`src/rtl/expr_pkg.sv`:
```
// -----------------------------------------------------------------------------
// expr_pkg
//   Shared definitions for the infix expression evaluator:
//     - token codes (operand values 0-15 share the code space with operators)
//     - FSM state enum and datapath control enums
//     - operator precedence and the "reduce before pushing" decision
//     - default stack depth
// -----------------------------------------------------------------------------
package expr_pkg;

  localparam int DEFAULT_DEPTH = 8;

  // Codes 0-15 are operand values; operators sit directly above them.
  typedef logic [4:0] tok_t;

  localparam tok_t TOK_LPAREN = 5'd16;
  localparam tok_t TOK_RPAREN = 5'd17;
  localparam tok_t TOK_STAR   = 5'd18;
  localparam tok_t TOK_PLUS   = 5'd19;
  localparam tok_t TOK_MINUS  = 5'd20;
  localparam tok_t TOK_EQ     = 5'd21;

  typedef enum logic [1:0] {
    ST_ACCEPT,
    ST_REDUCE,
    ST_FINISH,
    ST_DONE
  } state_e;

  typedef enum logic [1:0] {
    OPND_NONE,
    OPND_PUSH,
    OPND_REDUCE,  // pop b and a, push a op b: net depth change of -1
    OPND_CLEAR
  } opnd_op_e;

  typedef enum logic [1:0] {
    OPER_NONE,
    OPER_PUSH,
    OPER_POP,
    OPER_CLEAR
  } oper_op_e;

  // Binding strength of an operator; '(' and ')' are 0 so they never reduce.
  function automatic logic [1:0] prec(input tok_t t);
    case (t)
      TOK_STAR:            return 2'd2;
      TOK_PLUS, TOK_MINUS: return 2'd1;
      default:             return 2'd0;
    endcase
  endfunction

  // True when the operator on top of the stack must be evaluated before the
  // incoming operator may proceed. ')' drains everything down to its '('.
  function automatic logic must_reduce(input tok_t incoming, input tok_t top);
    if (incoming == TOK_RPAREN) return top != TOK_LPAREN;
    return (prec(top) != 2'd0) && (prec(top) >= prec(incoming));
  endfunction

endpackage

```
`src/rtl/ascii_to_decimal.sv`:
```
// -----------------------------------------------------------------------------
// ascii_to_decimal
//   Combinational hex-digit decoder: '0'-'9' -> 0-9, 'a'-'f' -> 10-15.
//   Every other code decodes to 0, so callers that need to tell a real '0'
//   from garbage must check legality themselves.
//
//   Ports
//     ascii_i  [7:0]  character code
//     value_o  [3:0]  decoded value
// -----------------------------------------------------------------------------
module ascii_to_decimal (
  input  logic [7:0] ascii_i,
  output logic [3:0] value_o
);

  always_comb begin
    value_o = 4'd0;
    if (ascii_i >= 8'h30 && ascii_i <= 8'h39) begin
      value_o = 4'(ascii_i - 8'h30);
    end else if (ascii_i >= 8'h61 && ascii_i <= 8'h66) begin
      value_o = 4'(ascii_i - 8'h57);
    end
  end

endmodule

```
`src/rtl/expr_eval_ctrl.sv`:
```
// -----------------------------------------------------------------------------
// expr_eval_ctrl
//   Streaming infix expression evaluator (two-stack shunting-yard).
//   Characters arrive one per handshake; '=' terminates the expression and
//   produces a one-cycle result pulse. Errors are sticky until that pulse.
//
//   Parameters
//     DATA_W  operand / result width
//     DEPTH   entries in each of the operand and operator stacks
//
//   Ports
//     clk           clock, all state on the rising edge
//     rst           asynchronous active-high reset
//     ascii_in      expression character
//     in_valid      ascii_in holds a character
//     in_ready      character accepted this cycle (ACCEPT state only)
//     result        evaluated value, held between pulses
//     result_valid  one-cycle pulse with the final value
//     err           sticky fault flag for the current expression
// -----------------------------------------------------------------------------
module expr_eval_ctrl
  import expr_pkg::*;
#(
  parameter int DATA_W = 32,
  parameter int DEPTH  = DEFAULT_DEPTH
) (
  input  logic              clk,
  input  logic              rst,
  input  logic [7:0]        ascii_in,
  input  logic              in_valid,
  output logic              in_ready,
  output logic [DATA_W-1:0] result,
  output logic              result_valid,
  output logic              err
);

  localparam int              SP_W    = $clog2(DEPTH + 1);
  localparam int              IDX_W   = (DEPTH > 1) ? $clog2(DEPTH) : 1;
  localparam logic [SP_W-1:0] SP_FULL = SP_W'(DEPTH);
  localparam logic [SP_W-1:0] SP_ONE  = SP_W'(1);
  localparam logic [SP_W-1:0] SP_TWO  = SP_W'(2);

  // ---------------------------------------------------------------------------
  // State
  // ---------------------------------------------------------------------------
  state_e            state_q, state_d;

  logic [DATA_W-1:0] opnd_mem [DEPTH];
  tok_t              oper_mem [DEPTH];
  logic [SP_W-1:0]   opnd_sp_q;
  logic [SP_W-1:0]   oper_sp_q;
  tok_t              pending_q;     // operator waiting for REDUCE to finish
  logic [DATA_W-1:0] result_q;
  logic              err_q;

  // ---------------------------------------------------------------------------
  // Character decode. The hex decoder maps illegal codes to 0, so legality is
  // decided here independently of its output.
  // ---------------------------------------------------------------------------
  logic [3:0] dec_value;
  logic       is_operand;
  logic       illegal;
  tok_t       tok;

  ascii_to_decimal u_dec (
    .ascii_i (ascii_in),
    .value_o (dec_value)
  );

  always_comb begin
    // NOTE: every signal assigned in a combinational block gets a default
    // first; a path that skips an assignment would otherwise infer a latch.
    is_operand = ((ascii_in >= 8'h30) && (ascii_in <= 8'h39)) ||
                 ((ascii_in >= 8'h61) && (ascii_in <= 8'h66));
    illegal    = 1'b0;
    tok        = {1'b0, dec_value};
    if (!is_operand) begin
      case (ascii_in)
        8'h28:   tok = TOK_LPAREN;  // '('
        8'h29:   tok = TOK_RPAREN;  // ')'
        8'h2A:   tok = TOK_STAR;    // '*'
        8'h2B:   tok = TOK_PLUS;    // '+'
        8'h2D:   tok = TOK_MINUS;   // '-'
        8'h3D:   tok = TOK_EQ;      // '='
        default: illegal = 1'b1;
      endcase
    end
  end

  // ---------------------------------------------------------------------------
  // Stack views
  // ---------------------------------------------------------------------------
  logic [IDX_W-1:0]  opnd_push_idx, opnd_b_idx, opnd_a_idx;
  logic [IDX_W-1:0]  oper_push_idx, oper_top_idx;
  logic [DATA_W-1:0] opnd_a, opnd_b;
  tok_t              oper_top;
  logic              opnd_empty, opnd_full, opnd_lt2;
  logic              oper_empty, oper_full;

  assign opnd_push_idx = IDX_W'(opnd_sp_q);
  assign opnd_b_idx    = IDX_W'(opnd_sp_q - SP_ONE);
  assign opnd_a_idx    = IDX_W'(opnd_sp_q - SP_TWO);
  assign oper_push_idx = IDX_W'(oper_sp_q);
  assign oper_top_idx  = IDX_W'(oper_sp_q - SP_ONE);

  // Tops are read unconditionally; every consumer is gated by the
  // empty / depth flags, so a stale read on an empty stack is harmless.
  assign opnd_b     = opnd_mem[opnd_b_idx];
  assign opnd_a     = opnd_mem[opnd_a_idx];
  assign oper_top   = oper_mem[oper_top_idx];

  assign opnd_empty = (opnd_sp_q == '0);
  assign opnd_full  = (opnd_sp_q >= SP_FULL);
  assign opnd_lt2   = (opnd_sp_q < SP_TWO);
  assign oper_empty = (oper_sp_q == '0);
  assign oper_full  = (oper_sp_q >= SP_FULL);

  logic accept;
  logic tok_is_binop;
  logic in_hit;     // incoming operator must wait for a reduction
  logic pend_hit;   // registered operator still has to wait

  assign accept       = in_valid && in_ready;
  assign tok_is_binop = tok inside {TOK_STAR, TOK_PLUS, TOK_MINUS};
  assign in_hit       = !oper_empty && must_reduce(tok, oper_top);
  assign pend_hit     = !oper_empty && must_reduce(pending_q, oper_top);

  // ---------------------------------------------------------------------------
  // Reduction ALU: a op b with b on top; results wrap modulo 2^DATA_W.
  // ---------------------------------------------------------------------------
  logic [DATA_W-1:0] alu_res;

  always_comb begin
    case (oper_top)
      TOK_STAR:  alu_res = opnd_a * opnd_b;
      TOK_PLUS:  alu_res = opnd_a + opnd_b;
      TOK_MINUS: alu_res = opnd_a - opnd_b;
      default:   alu_res = opnd_a;
    endcase
  end

  // ---------------------------------------------------------------------------
  // FSM: state register
  // ---------------------------------------------------------------------------
  always_ff @(posedge clk or posedge rst) begin
    // NOTE: sequential state uses non-blocking assignment so every register
    // samples pre-edge values regardless of statement order.
    if (rst) state_q <= ST_ACCEPT;
    else     state_q <= state_d;
  end

  // ---------------------------------------------------------------------------
  // FSM: next state
  // ---------------------------------------------------------------------------
  always_comb begin
    state_d = state_q;
    case (state_q)
      ST_ACCEPT: begin
        if (accept && !illegal) begin
          if (tok == TOK_EQ) begin
            // With nothing pending there is nothing to finish; going straight
            // to DONE keeps the result latency at (pending operators + 1).
            state_d = oper_empty ? ST_DONE : ST_FINISH;
          end else if ((tok_is_binop || tok == TOK_RPAREN) && in_hit) begin
            state_d = ST_REDUCE;
          end
        end
      end
      ST_REDUCE: if (!pend_hit) state_d = ST_ACCEPT;
      // The last operator is consumed in the same cycle DONE is selected.
      ST_FINISH: if (oper_sp_q <= SP_ONE) state_d = ST_DONE;
      ST_DONE:   state_d = ST_ACCEPT;
      default:   state_d = ST_ACCEPT;
    endcase
  end

  // ---------------------------------------------------------------------------
  // FSM: outputs and datapath control
  // ---------------------------------------------------------------------------
  opnd_op_e opnd_op;
  oper_op_e oper_op;
  tok_t     oper_push_tok;
  logic     pending_load;
  logic     reduce_req;
  logic     err_set;

  always_comb begin
    opnd_op       = OPND_NONE;
    oper_op       = OPER_NONE;
    oper_push_tok = tok;
    pending_load  = 1'b0;
    reduce_req    = 1'b0;
    err_set       = 1'b0;

    case (state_q)
      ST_ACCEPT: begin
        if (accept) begin
          if (illegal) begin
            err_set = 1'b1;
          end else if (is_operand) begin
            if (opnd_full) err_set = 1'b1;
            else           opnd_op = OPND_PUSH;
          end else begin
            case (tok)
              TOK_LPAREN: begin
                if (oper_full) err_set = 1'b1;
                else           oper_op = OPER_PUSH;
              end
              TOK_RPAREN: begin
                if (oper_empty)  err_set      = 1'b1;
                else if (in_hit) pending_load = 1'b1;
                else             oper_op      = OPER_POP;  // matching '('
              end
              TOK_STAR, TOK_PLUS, TOK_MINUS: begin
                if (in_hit)         pending_load = 1'b1;
                else if (oper_full) err_set      = 1'b1;
                else                oper_op      = OPER_PUSH;
              end
              default: ;  // '=' only moves the FSM
            endcase
          end
        end
      end

      ST_REDUCE: begin
        if (pend_hit) begin
          reduce_req = 1'b1;
        end else if (pending_q == TOK_RPAREN) begin
          // Either the matching '(' is on top, or the stack ran dry.
          if (oper_empty) err_set = 1'b1;
          else            oper_op = OPER_POP;
        end else begin
          oper_push_tok = pending_q;
          if (oper_full) err_set = 1'b1;
          else           oper_op = OPER_PUSH;
        end
      end

      ST_FINISH: begin
        if (!oper_empty) begin
          if (oper_top == TOK_LPAREN) begin
            err_set = 1'b1;           // unmatched '(' is discarded
            oper_op = OPER_POP;
          end else begin
            reduce_req = 1'b1;
          end
        end
      end

      ST_DONE: begin
        opnd_op = OPND_CLEAR;
        oper_op = OPER_CLEAR;
      end

      default: ;
    endcase

    // The operator is always popped so a short operand stack cannot stall
    // the FSM; only the operand update is skipped.
    if (reduce_req) begin
      oper_op = OPER_POP;
      if (opnd_lt2) err_set = 1'b1;
      else          opnd_op = OPND_REDUCE;
    end
  end

  logic [DATA_W-1:0] done_value;

  assign done_value   = opnd_empty ? '0 : opnd_b;
  assign in_ready     = (state_q == ST_ACCEPT) && !rst;
  assign result_valid = (state_q == ST_DONE);
  assign result       = result_valid ? done_value : result_q;
  assign err          = err_q;

  // ---------------------------------------------------------------------------
  // Datapath registers
  // ---------------------------------------------------------------------------
  always_ff @(posedge clk or posedge rst) begin
    if (rst) begin
      opnd_sp_q <= '0;
      oper_sp_q <= '0;
      pending_q <= TOK_PLUS;
      result_q  <= '0;
      err_q     <= 1'b0;
    end else begin
      case (opnd_op)
        OPND_PUSH:   opnd_sp_q <= opnd_sp_q + SP_ONE;
        OPND_REDUCE: opnd_sp_q <= opnd_sp_q - SP_ONE;
        OPND_CLEAR:  opnd_sp_q <= '0;
        default:     ;
      endcase

      case (oper_op)
        OPER_PUSH:  oper_sp_q <= oper_sp_q + SP_ONE;
        OPER_POP:   oper_sp_q <= oper_sp_q - SP_ONE;
        OPER_CLEAR: oper_sp_q <= '0;
        default:    ;
      endcase

      if (pending_load) pending_q <= tok;

      if (state_q == ST_DONE) begin
        result_q <= done_value;
        err_q    <= 1'b0;
      end else if (err_set) begin
        err_q    <= 1'b1;
      end
    end
  end

  // NOTE: stack storage has no reset; the pointers alone define which
  // entries are live, so clearing the arrays would only add reset fan-out.
  always_ff @(posedge clk) begin
    if (opnd_op == OPND_PUSH) begin
      opnd_mem[opnd_push_idx] <= DATA_W'(dec_value);
    end else if (opnd_op == OPND_REDUCE) begin
      opnd_mem[opnd_a_idx] <= alu_res;
    end
    if (oper_op == OPER_PUSH) begin
      oper_mem[oper_push_idx] <= oper_push_tok;
    end
  end

endmodule

```
`config.mk`:
```
export PLATFORM = sky130hd
export DESIGN_NAME = expr_eval_ctrl
export DESIGN_NICKNAME = d
export VERILOG_FILES = /design/src/rtl/expr_pkg.sv /design/src/rtl/ascii_to_decimal.sv /design/src/rtl/expr_eval_ctrl.sv
export SDC_FILE = /design/constraint.sdc
export NUM_CORES = 2
export LEC_CHECK = 0
export ABC_AREA = 1
export CORE_MARGIN = 2
export CORE_UTILIZATION = 40
export DETAILED_ROUTE_END_ITERATION = 16
export PLACE_DENSITY_LB_ADDON = 0.12
export SYNTH_ARGS = -nofsm -noshare
export SYNTH_HDL_FRONTEND = slang
export SYNTH_HIERARCHICAL = 1
export SYNTH_SLANG_ARGS = --single-unit
```
`constraint.sdc`:
```
create_clock -name clk -period 10.4 [get_ports clk]
set_clock_uncertainty 0.15 [all_clocks]
set_input_delay 2.08 -clock clk [delete_from_list [all_inputs] [get_ports clk]]
set_output_delay 2.08 -clock clk [all_outputs]
set_load 0.01 [all_outputs]
```
== Word level (Yosys, flattened, before mapping) ==
Memories as Yosys holds them, arrays and structs flattened.
Index checks and enable logic that the tools add are counted.
Storage, ports and cells
  bits in registers: 48
  RAM bits: 296
  input port bits: 11
  word-level logic and storage cells: 187
  memories kept: 2
Operators by class
  add/subtract/negate cells: 9
  multiply operators: 1
  magnitude comparators: 10
  eq/ne operators: 34
  mux-type cells: 94
  reductions and logical operators: 31
Memories
  opnd_mem: depth 8, bits a word 32, read ports 2, clocked after memory_dff 0, write ports 1, line expr_eval_ctrl.sv:48  | logic [DATA_W-1:0] opnd_mem [DEPTH];
  oper_mem: depth 8, bits a word 5, read ports 1, clocked after memory_dff 0, write ports 1, line expr_eval_ctrl.sv:49  | tok_t oper_mem [DEPTH];
Operators with widths (count)
  32-bit two-way mux: 3
  32-bit case mux with 3 select lines: 1
  5-bit equality test, second input constant: 14
  8-bit by 6-bit equality test with 1-bit output, second input constant: 6
  1-bit two-way mux: 47
  2-bit two-way mux: 22
  32-bit adder: 1
  32-bit by 32-bit multiplier with 32-bit output: 1
  32-bit OR reduction: 1
  32-bit subtractor: 1
  5-bit case mux with 6 select lines: 1
  4-bit case mux with 3 select lines: 2
  5-bit two-way mux: 4
  2-bit case mux with 2 select lines: 4
  2-bit case mux with 4 select lines: 2
  2-bit equality test, second input constant: 6
  4-bit by 1-bit subtractor with 4-bit output, second input constant: 3
  1-bit logical AND: 10
  3-bit nonzero test: 3
  4-bit by 1-bit adder with 4-bit output, second input constant: 2
  4-bit >= comparator, second input constant: 2
  8-bit by 6-bit >= comparator with 1-bit output, second input constant: 1
  8-bit by 7-bit >= comparator with 1-bit output, second input constant: 1
  8-bit by 6-bit <= comparator with 1-bit output, second input constant: 1
  24 further kinds: 40

== Longest topological paths before layout ==
  depth after elaboration: 25
  mapped depth: 49
  mapped depth without buffers: 40

== Modules after synthesis ==
Netlist, hierarchy kept.
Modules (own cells, without submodules)
  expr_eval_ctrl: instances 1, cells each 4580, area each 36533.8 sq um, sequential area each 10093.4 sq um
  ascii_to_decimal: instances 1, cells each 36, area each 183.9 sq um, sequential area each 0.0 sq um

== Least setup slack after synthesis ==
No wires, ideal clock.
  kind: register to register
  start point: register opnd_sp_q[0]
  end point: memory opnd_mem[0][31], data pin
  setup time: 0.224 ns
  data arrival time: 8.529 ns
  required time: 10.026 ns
  path slack: 1.497 ns
  stages on the path, launching flop included: 44
  buffers on the path: 9
  path through: dfrtp_1 -> buf_6 -> inv_2 -> buf_4 -> buf_2 -> buf_4 -> ha_1 -> buf_4 -> inv_1 -> buf_2 -> buf_2 -> a21oi_1 -> o21ai_0 -> nand2_1 -> nand2_1 -> o21ai_1 -> clkbuf_1 -> inv_1 -> [... 8 more ...] -> fa_1 -> inv_1 -> fa_1 -> inv_1 -> fa_1 -> fa_1 -> ha_1 -> a21oi_1 -> o21a_1 -> nand2_1 -> a21oi_1 -> o21ai_0 -> nand2_1 -> nand2_1 -> inv_1 -> nand3_1 -> nand3_1 -> a21oi_1
On the way
  word-level cells in the longest chain between the ends: 14
  elaborated cells between the ends (all ways): 23
RTL lines
  from (decl): line expr_eval_ctrl.sv:50  | logic [SP_W-1:0] opnd_sp_q;
  from (signal assigned): line expr_eval_ctrl.sv:287  | OPND_PUSH: opnd_sp_q <= opnd_sp_q + SP_ONE;
  from (signal assigned): line expr_eval_ctrl.sv:288  | OPND_REDUCE: opnd_sp_q <= opnd_sp_q - SP_ONE;
  parallel branches: the longest is 13 deep, another holds memory read 8 x 32 bit
  32-bit two-way mux (no source line) *
  to (decl): line expr_eval_ctrl.sv:48
Mark *: on every way between the ends.

== Worst setup path after layout ==
  start point: register opnd_sp_q[0]
  end point: memory opnd_mem[7][30], data pin
Same word-level chain as after synthesis.

==> results.md <==
Status:
- The flow ran to the end, and the final reports show no timing, DRC or antenna violations.

Routing:
- The total number of vias is 30900.
- The starting DRC count in detailed routing is 2867.
- The first detailed-routing pass ran for 6 iterations.
- The routed design has 128000 µm of wire.
- The count of nets left with antenna violations once routing finished came out at 0.
- The number of DRC violations after detailed routing is 0.
- The routed length per instance is 21.9 µm.
- In the routed layout, each cell is associated on average with a via count of 5.29.

Layout:
- The post-layout net count is 5223.
- From synthesis to final layout, the design area changed by 9.32%.
- The finished layout holds 5842 standard cells, fillers aside.
- After filler insertion, the fill cell instance count of the layout stands at 9033.
- The proportion of layout cells with a drive suffix above 1 is 6.31%.
- The number of antenna diodes in the final layout is 0.
- Leaving out fill and tap cells, the most frequent cell in the layout is nand2_1.
- The top cell types in the final layout, fill and taps aside, are nand2_1 (1222), inv_1 (760), nor2_1 (469).

Worst setup path:
- The required time reported for the critical path endpoint is 10.57 ns.
- Data on the critical path arrives at its endpoint at 9.97 ns.
- The most used cell along the critical path is fa_1.
- The cell at the slowest stage of the critical path is o21ai_0.
- The critical setup path kind is reg2reg.
- In this run the register-to-register setup slack is 0.61 ns.
- The endpoint of the lowest-slack register-to-register path is opnd_mem[7][30].
- STA classifies the critical path endpoint as a register.
- The largest driver fanout on the critical path is 17.
- The largest incremental delay on the critical path is 0.63 ns.
- Counting cells, the worst reg-to-reg path comes to 32.
- The startpoint type of the worst setup path is a register.
- The worst register-to-register path begins at opnd_sp_q[0].

Placement:
- The count of buffers inserted at the top-level ports is 45.
- The placer's final routability congestion estimate is 0.992.
- The total placed cells including tap cells is 5768.
- The detailed placement HPWL is 97400 µm.

Yosys:
- Each instance of the synthesized netlist takes up on average 7.95 µm².
- Counting every instance in the synthesized netlist gives 4616.
- The number of nets produced by synthesis is 5213.
- For this run, the number of Yosys warnings is 6.
- Counting distinct cell types in the post-synthesis netlist gives 62.
- For this run, the register share of the synthesized area comes to 27.5%.
- Counting flops with an async set or reset pin after synthesis yields a share of 14.0%.
- The summed instance area of the synthesized netlist is 36700 µm².
- The number of synthesized flops with an enable pin is 296.
- The number of register bits inferred by synthesis is 344.
- The most used flip-flop cell after synthesis is edfxtp_1.

STA:
- Timing would allow up to 102 MHz.
- The portion of the clock cycle consumed by the worst path in the final layout is 94.2%.
- The clock period minus final worst setup slack is 9.79 ns.
- For the pin with the worst max-slew slack, the measured transition is 1.34 ns.
- Setup violations remaining at the end of the flow were counted as 0.
- Setup repair after global routing left no endpoint under its margin.
- The total negative setup slack is 0 ns.
- The final number of max-transition violations is 0.
- The remaining max-slew budget at the tightest pin is 10.8%.
- The hold violation count in the final report is 0.

Global routing:
- The met1 track utilization from global routing is 37.6%.
- The number of antenna violations at the first check in global routing came to 3.
- For this run the aggregate overflow at the end of global routing stands at 0.
- In the global route stage, overall resource usage came out at 27.6%.
- The wire length of the first global-routing pass is 194000 µm.
- The number of global-route vias before repair is 30800.
- Global routing consumed, on the met3 layer, 3.76% of the routing resources.
- The largest net degree at the start of global routing is 190.
- The most used routing layer is met2.
- The global routing met2 resource utilization is 44.9%.

Clock network:
- In this run the clock root is driven by a clkbuf_16.
- CTS saw 344 sinks.
- Clock latency on the worst-skew pair, taken at its later pin, is 0.63 ns.
- The TritonCTS clock tree is yes.
- After clock tree synthesis, the clock-pin slew on the worst setup and hold paths is 0.06 ns.
- The maximum number of buffers from clock root to sink is 3.
- Buffers inserted during clock tree synthesis total 42.
- The count of hold buffers inserted by post-cts repair is 0.
- The H-tree was split into 2 levels.

Worst hold path:
- The classification of the worst-slack hold path is reg2reg.
- Along the worst hold path, the cell count comes to 2.
- The path with the worst hold slack has its endpoint at result_q[31].
- The worst min-delay path startpoint is result_q[31].

Die:
- The starting utilization of the core area is 40.2%.
- In this run the horizontal extent of the chip is 307 µm.
- The placement row count is 111.
- The number of primary I/O pins is 46.
- The die covers 94200 µm².
- The total core area is 91200 µm².
- The die height is 307 µm.

Job:
- The tool flagged a number of max-cap violations equal to 0.
[worst max-delay path: cells and delay by family, from the launching register on]
family          cells  cell delay, ns
compound gates      5            1.71
buf+inv             9            1.51
simple gates        8            0.94
fa+ha+maj          10            4.62
flops               1            0.51
[cells in the mapped netlist, types with 7 or more instances]
master,instances,area [µm²]
buf_2,64,320
clkinv_1,9,33.8
o21ai_1,16,80.1
or2_2,8,50.1
nand3b_1,8,60.1
nor2_1,478,1790
fa_1,409,8190
nor3_1,17,85.1
clkbuf_1,94,353
nand4_1,9,56.3
a31oi_1,15,93.8
nand2_2,23,144
buf_1,18,67.6
inv_2,11,41.3
nand2_4,11,124
o21a_1,8,60.1
buf_4,20,150
a21oi_1,164,821
edfxtp_1,296,8890
inv_1,762,2860
xnor2_1,18,158
nand3_1,293,1470
nor2_2,8,50.1
o22ai_1,11,68.8
o211ai_1,59,443
buf_6,7,78.8
o21ai_0,209,1050
ha_1,177,2210
xor2_1,49,429
nand2_1,1222,4590
dfrtp_1,45,1130
[flip-flops by register name, summed over array words and instances, names as in the netlist]
signal and cells:
opnd_mem 256, err 1, oper_sp_q 4, opnd_sp_q 4, result_q 32, pending_q 5, state_q 2, oper_mem 40
[layout make-up]
class / instances / area (µm²) / area share, %
flip-flops and latches: 344 / 10100 / 25.2
repair buffers: 170 / 1440 / 3.58
well taps: 1186 / 1480 / 3.70
multi-input cells: 3284 / 22800 / 56.8
clock inverters: 27 / 313 / 0.779
inverters: 784 / 2950 / 7.36
clock buffers: 47 / 1070 / 2.67
[how the worst max path moves through the flow]
stage,start,end,slack (ns),cells past startpoint
2_1_floorplan,opnd_sp_q[0],opnd_mem[0][31],1.50,43
3_3_place_gp,opnd_sp_q[0],opnd_mem[3][30],0.78,33
3_5_place_dp,opnd_sp_q[0],opnd_mem[3][30],0.77,33
4_1_cts,opnd_sp_q[0],opnd_mem[1][30],0.69,33
5_1_grt,opnd_sp_q[0],opnd_mem[6][28],0.02,33
6_report,opnd_sp_q[0],opnd_mem[7][30],0.61,32
[what timing repair did]
item,in CTS,in global routing
resized for setup,0,1
setup endpoints to repair,0,8
setup buffers,0,0
[logic make-up after synthesis]
logic type      after synthesis  share of synthesized area [%]
compound gates              531                           8.26
xor+xnor                     71                           1.78
fa+ha+maj                   586                           28.3
buf+inv                     988                           10.7
flops                       344                           27.5
mux                           1                         0.0273
simple gates               2095                           23.4
[metrics by stage]
step	utilization, %	setup WS, ns	area (µm²)	hold slack, ns
floorplan	-	1.50	36700	0.309
global placement	42.5	0.783	38800	0.312
detailed placement	42.5	0.772	38800	0.311
CTS	44.0	0.695	40100	0.325
global route	44.0	0.0164	40100	0.369
finish	44.0	0.606	40100	0.323
[metal layers]
metal  vias to the layer above  wire [µm]
met3                       220       7950
met1                     15200      56200
met5                         -         39
li1                      14500          -
met2                      1024      58400
met4                         6       5540
Power is not shown: default switching activity piles up to over one toggle a cycle in this logic, so the estimate is an artifact.
